===== src/rtl/tape_buffer_ctrl.sv =====
// tape_buffer_ctrl: captures a TAP/CSW download into SDRAM, validates the CSW header,
// and serves player reads through periodic rd_en slots.
module tape_buffer_ctrl #(
    parameter logic [7:0] TAP_IDX     = 8'd2,
    parameter logic [7:0] CSW_IDX     = 8'd3,
    parameter int         SLOT_PERIOD = 16,
    parameter int         SLOT_LEN    = 4
) (
    input  logic        clk_sys,
    input  logic        reset,
    input  logic        i_ioctl_download,
    input  logic [7:0]  i_ioctl_index,
    input  logic        i_ioctl_wr,
    input  logic [24:0] i_ioctl_addr,
    input  logic [7:0]  i_ioctl_dout,
    output logic        o_ioctl_wait,
    output logic        o_mem_req,
    output logic        o_mem_we,
    output logic [24:0] o_mem_addr,
    output logic [7:0]  o_mem_wdata,
    input  logic        i_mem_ack,
    input  logic [7:0]  i_mem_q,
    output logic        o_tape_download,
    output logic        o_tape_mode,
    output logic [24:0] o_tape_size,
    output logic        o_hdr_err,
    output logic        o_buff_rd_en,
    input  logic        i_buff_rd,
    input  logic [24:0] i_buff_addr,
    output logic [7:0]  o_buff_din
);
    localparam int CW = $clog2(SLOT_PERIOD);
    localparam logic [2:0] S_IDLE = 3'd0, S_WR = 3'd1, S_FIN = 3'd2,
                           S_SLOT = 3'd3, S_RD = 3'd4, S_END = 3'd5;

    logic [2:0]    r_state;
    logic          r_dl_q, r_pend;
    logic [CW-1:0] r_cnt, r_len;
    logic [24:0]   r_addr, r_raddr;
    logic [7:0]    r_wdata, r_h16, r_h17, r_h19;
    logic          w_rise, w_tick, w_csw_ok, w_len_done;
    logic [24:0]   w_end;

    assign w_rise     = i_ioctl_download && !r_dl_q &&
                        (i_ioctl_index == TAP_IDX || i_ioctl_index == CSW_IDX);
    assign w_tick     = !o_tape_download && r_cnt == '0;
    // Saturate so the top address never wraps the size back to zero
    assign w_end      = (&i_ioctl_addr) ? i_ioctl_addr : i_ioctl_addr + 25'd1;
    assign w_csw_ok   = o_tape_size >= 25'h20 && r_h16 == 8'h1A && r_h17 == 8'h01 && r_h19 == 8'h01;
    assign w_len_done = r_len >= CW'(SLOT_LEN - 1);

    assign o_mem_req   = r_state == S_WR || r_state == S_RD;
    assign o_mem_we    = r_state == S_WR;
    assign o_mem_addr  = r_state == S_RD ? r_raddr : r_addr;
    assign o_mem_wdata = r_wdata;

    always_ff @(posedge clk_sys) begin
        if (reset) begin
            r_state         <= S_IDLE;
            r_dl_q          <= 1'b0;
            r_pend          <= 1'b0;
            r_cnt           <= '0;
            r_len           <= '0;
            r_addr          <= '0;
            r_raddr         <= '0;
            r_wdata         <= '0;
            r_h16           <= '0;
            r_h17           <= '0;
            r_h19           <= '0;
            o_ioctl_wait    <= 1'b0;
            o_tape_download <= 1'b0;
            o_tape_mode     <= 1'b0;
            o_tape_size     <= '0;
            o_hdr_err       <= 1'b0;
            o_buff_rd_en    <= 1'b0;
            o_buff_din      <= '0;
        end else begin
            r_dl_q <= i_ioctl_download;
            r_cnt  <= (o_tape_download || r_cnt == CW'(SLOT_PERIOD - 1)) ? '0 : r_cnt + 1'b1;
            if (w_tick) r_pend <= 1'b1;
            if (o_buff_rd_en && r_len != CW'(SLOT_LEN)) r_len <= r_len + 1'b1;
            if (w_rise) begin
                r_state         <= S_IDLE;
                r_pend          <= 1'b0;
                r_h16           <= '0;
                r_h17           <= '0;
                r_h19           <= '0;
                o_ioctl_wait    <= 1'b0;
                o_tape_download <= 1'b1;
                o_tape_mode     <= i_ioctl_index == TAP_IDX;
                o_tape_size     <= '0;
                o_hdr_err       <= 1'b0;
                o_buff_rd_en    <= 1'b0;
            end else begin
                case (r_state)
                    S_IDLE: begin
                        if (o_tape_download) begin
                            if (!i_ioctl_download) r_state <= S_FIN;
                            else if (i_ioctl_wr) begin
                                r_addr       <= i_ioctl_addr;
                                r_wdata      <= i_ioctl_dout;
                                o_ioctl_wait <= 1'b1;
                                r_state      <= S_WR;
                                if (w_end > o_tape_size) o_tape_size <= w_end;
                                if (i_ioctl_addr == 25'h16) r_h16 <= i_ioctl_dout;
                                if (i_ioctl_addr == 25'h17) r_h17 <= i_ioctl_dout;
                                if (i_ioctl_addr == 25'h19) r_h19 <= i_ioctl_dout;
                            end
                        end else if (r_pend || w_tick) begin
                            r_pend       <= 1'b0;
                            r_len        <= '0;
                            o_buff_rd_en <= 1'b1;
                            r_state      <= S_SLOT;
                        end
                    end
                    S_WR: begin
                        if (i_mem_ack) begin
                            o_ioctl_wait <= 1'b0;
                            r_state      <= S_IDLE;
                        end
                    end
                    S_FIN: begin
                        o_tape_download <= 1'b0;
                        r_state         <= S_IDLE;
                        if (o_tape_mode ? o_tape_size < 25'd2 : !w_csw_ok) o_tape_size <= '0;
                        if (!o_tape_mode && !w_csw_ok) o_hdr_err <= 1'b1;
                    end
                    S_SLOT: begin
                        if (i_buff_rd) begin
                            r_raddr <= i_buff_addr;
                            r_state <= S_RD;
                        end else if (w_len_done) begin
                            o_buff_rd_en <= 1'b0;
                            r_state      <= S_IDLE;
                        end
                    end
                    S_RD: begin
                        if (i_mem_ack) begin
                            o_buff_din <= i_mem_q;
                            r_state    <= S_END;
                        end
                    end
                    S_END: begin
                        if (w_len_done) begin
                            o_buff_rd_en <= 1'b0;
                            r_state      <= S_IDLE;
                        end
                    end
                    default: r_state <= S_IDLE;
                endcase
            end
        end
    end
endmodule

===== config.mk =====
export PLATFORM = sky130hd
export DESIGN_NAME = tape_buffer_ctrl
export DESIGN_NICKNAME = d
export VERILOG_FILES = /design/src/rtl/tape_buffer_ctrl.sv
export SDC_FILE = /design/constraint.sdc
export NUM_CORES = 1
export LEC_CHECK = 0
export CAP_MARGIN = 20
export CORE_MARGIN = 3
export CORE_UTILIZATION = 52
export CTS_BUF_LIST = sky130_fd_sc_hd__clkbuf_2 sky130_fd_sc_hd__clkbuf_4 sky130_fd_sc_hd__clkbuf_8
export CTS_CLUSTER_SIZE = 14
export DETAILED_ROUTE_END_ITERATION = 7
export PLACE_DENSITY = 0.82
export SLEW_MARGIN = 20
export SYNTH_ARGS = -nofsm -noshare
export SYNTH_HDL_FRONTEND = slang
export SYNTH_SLANG_ARGS = --single-unit

===== constraint.sdc =====
create_clock -name clk_sys -period 4.4 [get_ports clk_sys]
set_input_delay 0.66 -clock clk_sys [delete_from_list [all_inputs] [get_ports clk_sys]]
set_output_delay 0.66 -clock clk_sys [all_outputs]
set_load 0.05 [all_outputs]

Word level (Yosys, flattened, before mapping)
Index checks and enable logic that the tools add are counted.

Register bits: 133. Input port bits: 80. Output and inout bits: 73. Word-level logic and storage cells: 128.

Add/subtract/negate cells: 3. Order comparisons: 4. Eq/ne operators: 27. Mux-type cells: 39. Bitwise operators: 1. Reductions and logical operators: 36.

Operators with widths (number): 2-to-1 mux 25 bit (7); equality test 25 x 5 -> 1 bit (second input constant) (3); one-hot mux 25 bit (2 select lines) (1); adder 25 x 1 -> 25 bit (second input constant) (1); greater-or-equal comparator 25 x 6 -> 1 bit (second input constant) (1); > comparator 25 bit (1); < comparator 25 x 2 -> 1 bit (second input constant) (1); AND reduction 25 bit (1); AND reduction 5 bit (5); 2-to-1 mux 3 bit (8); 2-to-1 mux 4 bit (5); inequality test 2 bit (second input constant) (9); equality test 8 x 1 -> 1 bit (second input constant) (2); equality test 8 x 2 -> 1 bit (second input constant) (2); 2-to-1 mux 1 bit (15); one-hot mux 3 bit (5 select lines) (1); adder 4 x 1 -> 4 bit (second input constant) (2); equality test 8 x 5 -> 1 bit (second input constant) (1); logical AND 1 bit (8); AND reduction 4 bit (2); equality test 3 x 2 -> 1 bit (second input constant) (2); equality test 3 bit (second input constant) (2); AND reduction 3 bit (2); AND reduction 6 bit (1); other kinds (18) (27).

Longest topological paths before layout
Word-level depth: 8. Mapped depth: 14. Mapped depth without buffers: 13.

Least setup slack after synthesis
Ideal clock, no wire load.

Kind: input to register. From: input port i_ioctl_addr[2]. To: register o_tape_size[5]. Arrival time: 3.461 ns. Path slack: 0.821 ns. Stages on the path: 14. Cells stage by stage: clkbuf_1 -> nand4_1 -> nor4_4 -> a21oi_2 -> nand4_1 -> xnor2_1 -> ha_1 -> nand4_1 -> nor3_2 -> a21oi_1 -> a311o_1 -> a21o_4 -> buf_12 -> a32o_1.

Longest elaborated chain between the ends: 7. Elaborated cells on any way between the ends: 11.

RTL lines: start, declared (line 14) `input logic [24:0] i_ioctl_addr,`; adder 25 x 1 -> 25 bit or AND reduction 25 bit (tied branches) (line 48) `assign w_end = (&i_ioctl_addr) ? i_ioctl_addr : i_ioctl_addr + 25'd1;`; 2-to-1 mux 25 bit (*) (line 48); parallel branches: the longest is 5 deep, another holds > comparator 25 bit; end signal, assigned (line 104) `if (w_end > o_tape_size) o_tape_size <= w_end;`; end, declared (line 25) `output logic [24:0] o_tape_size,`.

Every way passes the cells marked *. The select of a mux whose other input is x is not followed. A chain may end at the register's enable or synchronous reset.

Worst setup path in the final report
From: input port i_ioctl_addr[18]. To: register o_tape_size[22].

Same word-level chain as after synthesis.

==> impl_metrics.tcl <==
set metrics [dict create \
    die_y_um 120 \
    postRouteAntennaNets 0 \
    status "finished, final reports clean" \
    worst-setup-path-type "in2reg" \
    dr.pass1.iters 6 \
    synth_top_area_share_pct 39.1 \
    wl_met3_mm 1.55 \
    met2WireLength_mm 9.36 \
    first_iter_violations 570 \
    synth_top_area_cell "dfxtp_1" \
    synth_seq_area_share_pct 39.1 \
    dieArea_um2 14500 \
    grt_use_total_pct 26.8 \
    syn2layout_area_growth_pct 33.0 \
    ys_ff_latch 133 \
    clock_latency_ns 0.45 \
    post_cts_buffers 0 \
    power_leakage_nw 3.28 \
    cp.arrival_ns 4.32 \
    fin_util_pct 71.1 \
    ctsResizeCount 0 \
    h-tree-depth 4 \
    nets 1066 \
    switchingPower_mw 1.21 \
    slew_headroom_pct 33.7 \
    worst_pin_slew_ns 0.994 \
    synth_fp_nets 904 \
    cts_tree "done" \
    intPower_mw 2.36 \
    hold_path_depth 2 \
    max_clock_freq_mhz 255 \
    max_cap_viol_count 0 \
    setup_viol 0 \
    grt_pass1_vias 6172 \
    fillers 1054 \
    rows 41 \
    io_pins 153 \
    syn_area_um2 6810 \
    synth_edf_count 0 \
    p_comb_share_pct 28.9 \
    post_drt_wl_per_cell_um 16.9 \
    async_flop_share_pct 0 \
    overflow 0 \
    layout_min_cycle_time_ns 3.93 \
    highest_layer "met4" \
    syn_inst 792 \
    rsz0062_at_grt "false" \
    drc 0 \
    synth_area_per_cell_um2 8.59 \
    dpl-instance-area_um2 8590 \
    period_share_pct 89.3 \
    skew_ns 0.00719 \
    clk_pin_slew_worst_paths_ns 0.08 \
    dr_total_vias 6365 \
    wl_met1_mm 8.08 \
    hold_viol 0 \
    initial_core_util_pct 53.5 \
    p_sw_share_pct 33.9 \
    grt_pass1_wl_mm 31.1 \
    grt_start_max_net_pins 74 \
    antenna_found_initial 0 \
    netlist_top_cells_area "dfxtp_1, nand2_1, a21oi_1" \
    power_density_nw_per_um2 394 \
    clock_power_share_pct 32.4 \
    finalWeightedCongestion 1.00 \
    ir_drop_v 0.000382 \
    totalWireLength_mm 19.3 \
    drive_gt1_share_pct 12.1 \
    rr_worst_depth 9 \
    final.setup.tns_ns 0 \
    clockRootBuffer "clkbuf_8" \
    portBuffers 152 \
    ctsHoldBuffers 0 \
    worstSetupStartpointType "input pin" \
    dp.final_hpwl_mm 14.2 \
    clock-sinks 133 \
    diodes 0 \
    core-area_um2 12700 \
    critPathMaxFanout 18 \
    die_w_um 120 \
    yosysWarnings 0 \
    synthFlopType "dfxtp_1" \
    required_ns 4.79 \
    final_area_um2 9050 \
    slew_viol_final 0 \
    via_per_inst 5.59 \
    clockBufferDepth 2 \
    total_power_mw 3.56 \
    numCtsBuffers 17 \
    seq_power_share_pct 38.6 \
    min_path_type "reg2reg" \
    synth_cell_type_count 65 \
    crit_path_end_kind "flop" \
]
==> through the flow <==
step	setup WS [ns]	std cells	hold slack (ns)
3_5_place_dp	0.0875	1107	0.447
6_report	0.472	1139	0.454
3_3_place_gp	0.157	1107	0.439
2_1_floorplan	0.821	792	0.430
5_1_grt	0.264	1139	0.471
4_1_cts	0.526	1139	0.458
==> power by group through the flow <==
stage,registers (mW),logic [mW],clock network (mW)
2_1_floorplan,1.54,0.532,0
3_3_place_gp,1.40,1.01,0
3_5_place_dp,1.40,1.02,0
4_1_cts,1.37,1.03,1.17
5_1_grt,1.39,1.12,1.22
6_report,1.38,1.03,1.16
==> layer usage <==
metal,vias to the layer above,track usage (%)
met2,234,44.5
li1,3107,-
met1,2995,34.5
met3,29,7.72
met4,0,6.80
met5,-,0
==> worst max-delay path, stage by stage <==
cell	delay, ns
clkdlybuf4s50_1	0.56
nand3_1	0.25
nor4_4	0.36
buf_4	0.17
a31oi_1	0.11
xor2_1	0.19
ha_1	0.31
nand4_1	0.20
a211oi_1	0.29
o31ai_1	0.10
a311o_1	0.33
a211oi_2	0.41
buf_12	0.21
a32o_1	0.14
==> kinds of logic (layout without fill, tap and decap cells) <==
group | Yosys count | count (layout) | synth area share [%]
AND/OR/NAND/NOR | 318 | 318 | 23.0
AO/OA/AOI/OAI | 142 | 142 | 14.0
flip-flops | 133 | 133 | 39.1
buffers and inverters | 82 | 257 | 5.51
multiplexers | 61 | 61 | 9.43
adder cells (fa/ha/maj) | 32 | 32 | 5.88
XOR/XNOR | 24 | 24 | 3.09
==> path summary, 6_finish.rpt <==
path,start,end,slack [ns]
max,i_ioctl_addr[18],o_tape_size[22],0.47
min,r_raddr[0],r_raddr[0],0.45
max reg2reg,o_tape_size[5],o_tape_size[22],1.89
min reg2reg,r_raddr[0],r_raddr[0],0.45
==> cells in the mapped netlist (3+ instances only) <==
library cell and count:
a211oi_1 5, a21o_1 3, a21oi_1 81, a31oi_1 5, a32o_1 21, and2_1 6, and3_1 7, and4b_1 5
buf_2 9, clkbuf_1 28, dfxtp_1 133, ha_1 32, inv_1 35, mux2_2 25, mux2i_1 36, nand2_1 152
nand2b_1 5, nand3_1 14, nand4_1 17, nor2_1 60, nor2b_1 3, nor3_1 9, nor3b_1 4, nor4_1 12
nor4_4 4, o21ai_0 6, xnor2_1 13, xor2_1 11
==> final cells by class <==
cell class | count | area [µm²] | area share, %
Timing Repair Buffer | 190 | 1810 | 20.0
Inverter | 35 | 131 | 1.45
Clock inverter | 11 | 173 | 1.91
Multi-Input combinational cell | 577 | 3770 | 41.7
Clock buffer | 21 | 283 | 3.12
Sequential cell | 133 | 2660 | 29.4
Tap cell | 172 | 215 | 2.38
==> state kept, by name (all words and copies together) (netlist names), 4 cells and up <==
| signal | count |
|---|---|
| o_buff_din | 8 |
| o_mem_wdata | 8 |
| o_tape_size | 25 |
| r_addr | 25 |
| r_cnt | 4 |
| r_h16 | 8 |
| r_h17 | 8 |
| r_h19 | 8 |
| r_len | 4 |
| r_raddr | 25 |
==> cells in the final DEF, fill, tap and decap left out, types with 13 or more instances in the layout <==
master | Yosys | final
nor2_1 | 60 | 60
nand2_1 | 152 | 152
a32o_1 | 21 | 21
mux2i_1 | 36 | 36
ha_1 | 32 | 32
a21oi_1 | 81 | 81
nand4_1 | 17 | 17
buf_4 | 0 | 37
xnor2_1 | 13 | 13
clkdlybuf4s50_1 | 0 | 151
mux2_2 | 25 | 25
inv_1 | 35 | 35
dfxtp_1 | 133 | 133
clkbuf_8 | 0 | 20
nand3_1 | 14 | 14
No activity file was read; power rests on OpenSTA's default activity.
